File: src/rtl/lcd_char_writer.sv
// HD44780 2x16 character writer: power-up init, per-character E-strobe bus cycles, cursor tracking with line wrap, clear/home.
// Each accepted char/clear costs T_SETUP+T_E+wait cycles of bus time; o_ready is low for the whole bus activity.
module lcd_char_writer #(
  parameter int T_PWRUP = 20000,
  parameter int T_SETUP = 2,
  parameter int T_E     = 10,
  parameter int T_CMD   = 50,
  parameter int T_CLR   = 2000
) (
  input  logic       clk,
  input  logic       rst,
  input  logic [7:0] i_char,
  input  logic       i_valid,
  input  logic       i_clear,
  output logic       o_ready,
  output logic [3:0] o_col,
  output logic       o_line,
  output logic       lcd_e,
  output logic       lcd_rs,
  output logic       lcd_rw,
  output logic [7:0] lcd_data
);

  localparam int M_A   = (T_PWRUP > T_CLR) ? T_PWRUP : T_CLR;
  localparam int M_B   = (T_CMD > T_E) ? T_CMD : T_E;
  localparam int M_C   = (M_B > T_SETUP) ? M_B : T_SETUP;
  localparam int T_MAX = (M_A > M_C) ? M_A : M_C;
  localparam int CNT_W = $clog2(T_MAX + 1);

  typedef enum logic [2:0] {PWRUP, INIT, IDLE, SETUP, STROBE, WAIT} state_t;

  state_t           state;
  logic [CNT_W-1:0] cnt;
  logic [2:0]       init_idx;
  logic             in_init;
  logic             is_clr;
  logic             wait_done;

  assign lcd_rw = 1'b0;

  // The clear command is the only one needing the long post-strobe wait.
  assign is_clr    = ~lcd_rs && (lcd_data == 8'h01);
  assign wait_done = is_clr ? (cnt == CNT_W'(T_CLR - 1)) : (cnt == CNT_W'(T_CMD - 1));

  function automatic logic [7:0] init_cmd(input logic [1:0] idx);
    case (idx)
      2'd0:    return 8'h38;
      2'd1:    return 8'h0C;
      2'd2:    return 8'h06;
      default: return 8'h01;
    endcase
  endfunction

  always_ff @(posedge clk or negedge rst) begin
    if (!rst) begin
      state    <= PWRUP;
      cnt      <= '0;
      init_idx <= '0;
      in_init  <= 1'b1;
      o_ready  <= 1'b0;
      o_col    <= '0;
      o_line   <= 1'b0;
      lcd_e    <= 1'b0;
      lcd_rs   <= 1'b0;
      lcd_data <= '0;
    end else begin
      case (state)
        PWRUP: begin
          if (cnt == CNT_W'(T_PWRUP - 1)) begin
            cnt   <= '0;
            state <= INIT;
          end else begin
            cnt <= cnt + 1'b1;
          end
        end
        INIT: begin
          if (init_idx == 3'd4) begin
            in_init <= 1'b0;
            o_col   <= '0;
            o_line  <= 1'b0;
            o_ready <= 1'b1;
            state   <= IDLE;
          end else begin
            lcd_rs   <= 1'b0;
            lcd_data <= init_cmd(init_idx[1:0]);
            init_idx <= init_idx + 1'b1;
            cnt      <= '0;
            state    <= SETUP;
          end
        end
        IDLE: begin
          // Clear has priority; a simultaneous char stays pending at the source.
          if (i_clear) begin
            o_ready  <= 1'b0;
            lcd_rs   <= 1'b0;
            lcd_data <= 8'h01;
            o_col    <= '0;
            o_line   <= 1'b0;
            cnt      <= '0;
            state    <= SETUP;
          end else if (i_valid) begin
            o_ready  <= 1'b0;
            lcd_rs   <= 1'b1;
            lcd_data <= i_char;
            cnt      <= '0;
            state    <= SETUP;
          end
        end
        SETUP: begin
          if (cnt == CNT_W'(T_SETUP - 1)) begin
            cnt   <= '0;
            lcd_e <= 1'b1;
            state <= STROBE;
          end else begin
            cnt <= cnt + 1'b1;
          end
        end
        STROBE: begin
          if (cnt == CNT_W'(T_E - 1)) begin
            cnt   <= '0;
            lcd_e <= 1'b0;
            state <= WAIT;
          end else begin
            cnt <= cnt + 1'b1;
          end
        end
        WAIT: begin
          if (wait_done) begin
            cnt <= '0;
            if (in_init) begin
              state <= INIT;
            end else if (lcd_rs && (o_col == 4'd15)) begin
              // Wrap: move to the other line and re-address the controller's DDRAM pointer.
              o_col    <= '0;
              o_line   <= ~o_line;
              lcd_rs   <= 1'b0;
              lcd_data <= o_line ? 8'h80 : 8'hC0;
              state    <= SETUP;
            end else begin
              if (lcd_rs) o_col <= o_col + 1'b1;
              o_ready <= 1'b1;
              state   <= IDLE;
            end
          end else begin
            cnt <= cnt + 1'b1;
          end
        end
        default: state <= PWRUP;
      endcase
    end
  end

endmodule

File: config.mk
export PLATFORM = sky130hd
export DESIGN_NAME = lcd_char_writer
export DESIGN_NICKNAME = d
export VERILOG_FILES = /design/src/rtl/lcd_char_writer.sv
export SDC_FILE = /design/constraint.sdc
export NUM_CORES = 1
export LEC_CHECK = 0
export BUFFER_PORTS_ARGS = -buffer_cell sky130_fd_sc_hd__buf_2
export CELL_PAD_IN_SITES_DETAIL_PLACEMENT = 0
export CELL_PAD_IN_SITES_GLOBAL_PLACEMENT = 2
export CORE_MARGIN = 3
export CORE_UTILIZATION = 33
export CTS_CLUSTER_DIAMETER = 80
export DETAILED_ROUTE_END_ITERATION = 8
export PLACE_DENSITY = 0.77
export SYNTH_ARGS = -nofsm -noshare
export SYNTH_HDL_FRONTEND = slang
export SYNTH_SLANG_ARGS = --single-unit
File: constraint.sdc
create_clock -name clk -period 2.05 [get_ports clk]
set_input_delay 0.1025 -clock clk [delete_from_list [all_inputs] [get_ports clk]]
set_output_delay 0.1025 -clock clk [all_outputs]
set_load 0.005 [all_outputs]
==> results.toml <==
[layout]
nNetsFinal = 389
area_growth_pct = 40.9
final_common_cell = "buf_4"
insertedDiodeCount = 0
fin_cells = 469
layout_common_cells = "72 x buf_4, 34 x dfrtp_1, 27 x buf_2, 25 x nand2_1, 25 x nor2_1"
drive_gt1_frac = 0.405
finalInstanceArea_sq_um = 3530

[global_routing]
grt_overflow = 0
grt_pass1_vias = 2433
grt_max_degree = 25
antenna_found_initial = 0
grt_usage = 0.168
grt_pass1_wl_um = 11500

[yosys]
synth-edff-count = 0
postSynthAreaPerCell_sq_um = 9.15
synth_area_sq_um = 2510
yosys_warnings = 0
synth.distinct_cells = 58
synth_cells = 274
ys_ff_latch = 38
yosysSeqAreaShare = 0.380
synth.largest_area_cell = "dfrtp_1"
netlist_top_cells_area = "dfrtp_1 37%, mux2_2 4.0%, ha_1 4.0%, nor2_1 3.9%, nand2_1 3.7%"
synth_flop_cell = "dfrtp_1"
synth.top_cell.area_share = 0.369
synth_nets = 294
synthArstFlopShare = 1.00

[floorplan]
row_count = 31
die_h_um = 93.1
die_w_um = 93.1
die_area_sq_um = 8680
io_pins = 29
start_util = 0.344
core_area_sq_um = 7290

[place]
place_congestion = 0.831
placed_area_sq_um = 3230
place.port_buffers = 27
placed_cells = 456
dp_slack_ns = -0.231
dp_hpwl_um = 5310

[drt]
drt_iter0_drc = 69
drt_wl_total_um = 6920
vias = 2420
firstDrtPassIters = 4
drt-wirelength-per-cell_um = 14.7
ant_nets = 0
vias_per_cell = 5.16
post-route-drc-count = 0

[outcome]
violations = "negative setup slack"
outcome = "complete, but fails checks"

[sta]
tns_ns = -1.03
rsz0062_at_grt = "yes"
fmax_mhz = 453
period_share = 1.08
fin_ws_ns = -0.158
drv_slew = 0
setup_viol = 19
fin_crit_ns = 2.21
clock_skew_ns = 0.00821
holdWs_ns = 0.0478
hold_violations = 0

[job]
drv_cap = 0

[clock_tree]
root_buffer = "clkbuf_8"
cts_max_level = 2
clk_latency_ns = 0.29
clock_path_buffers = 2
numCtsBuffers = 5
cts_tree = "built"
cts_sinks = 38
clk_pin_slew_worst_paths_ns = 0.08

[critical_path]
path_max_fanout = 6
arrival_ns = 2.40
start_kind = "register"
endpoint_kind = "register"
cp.required_ns = 2.24
worstSetupPathType = "register to register"

[power_and_ir_drop]
leakage_nw = 1.58
power_density_nw_per_um2 = 463
irDropWorstVdd_v = 0.000211

[min_path]
hold_class = "primary input to register"
==> area by class of cell <==
cell class	instances	area (sq um)
tap	99	124
timing repair buffer	102	721
inverter	9	33.8
clock buffer	6	82.6
sequential	38	956
multi-input combinational	213	1560
clock inverter	2	60.1
fill	735	3760
==> Yosys cell counts, drive strengths merged (6+ instances only) <==
master  count
dfrtp      37
nor2       26
nand2      25
o21ai      16
a21oi      13
nand3      10
o31ai      10
buf         9
inv         9
mux2        9
and2        8
ha          8
nand4       8
a22o        7
nor4        7
or3         6
==> worst max-delay path, stage by stage, from the launching register on <==
cell,delay (ns)
dfrtp_1,0.42
nor4_4,0.31
nand4_2,0.18
mux2i_4,0.23
o211a_4,0.23
or3_4,0.38
buf_8,0.15
o311ai_4,0.20
==> worst paths after layout <==
path / from / depth (start not counted) / to / slack [ns]
worst max register to register: lcd_data[3] / 7 / cnt[13] / -0.16
max in group asynchronous: rst / 3 / in_init / 1.11
min in group asynchronous: rst / 2 / o_col[2] / 0.24
worst min-delay path: i_char[7] / 3 / lcd_data[7] / 0.05
worst min register to register: o_line / 1 / o_line / 0.50
worst max-delay path: lcd_data[3] / 7 / cnt[13] / -0.16
==> metal layers <==
metal	track usage	vias to the layer above	wire [um]
met5	0	-	0
met4	0.0476	0	93
met3	0.0282	11	233
met2	0.297	49	3530
met1	0.210	1146	3060
li1	-	1214	-
==> stage by stage <==
| step | power, mW | utilization |
|---|---|---|
| after detailed placement | 0.849 | 0.443 |
| after global routing | 1.70 | 0.484 |
| after floorplan | 0.798 | - |
| final | 1.64 | 0.484 |
| after global placement | 0.847 | 0.443 |
| after CTS | 1.66 | 0.472 |
==> cell families (layout without fill, tap and decap cells) <==
group                    Yosys count  in the layout  share of synthesized area
AO/OA/AOI/OAI                     75             75                      0.225
XOR/XNOR                           1              1                    0.00350
adder cells (fa/ha/maj)            8              8                     0.0399
buffers and inverters             23            119                     0.0444
flip-flops                        38             38                      0.380
multiplexers                      10             10                     0.0494
other                              1              1                    0.00150
AND/OR/NAND/NOR                  118            118                      0.256
==> state kept, by name, summed over array words and instances (netlist names) <==
signal	cells
lcd_rs	1
o_col	4
state	3
in_init	1
lcd_data	8
o_ready	1
o_line	1
lcd_e	1
init_idx	3
cnt	15
==> what timing repair did <==
item | CTS | global route
gates resized for setup | 9 | 15
gates cloned | 0 | 0
endpoints found under the setup margin | 23 | 32
buffers inserted | 1 | 3
pin swaps | 8 | 4
hold endpoints to repair | 14 | 0
hold buffers | 1 | 0
==> where the power goes <==
part	internal [mW]	leakage [nW]	switching [mW]
logic	0.0343	1.06	0.0374
clock network	0.519	0.0714	0.281
registers	0.757	0.445	0.00685
total	1.31	1.58	0.325
No activity file was read; power rests on OpenSTA's default activity.
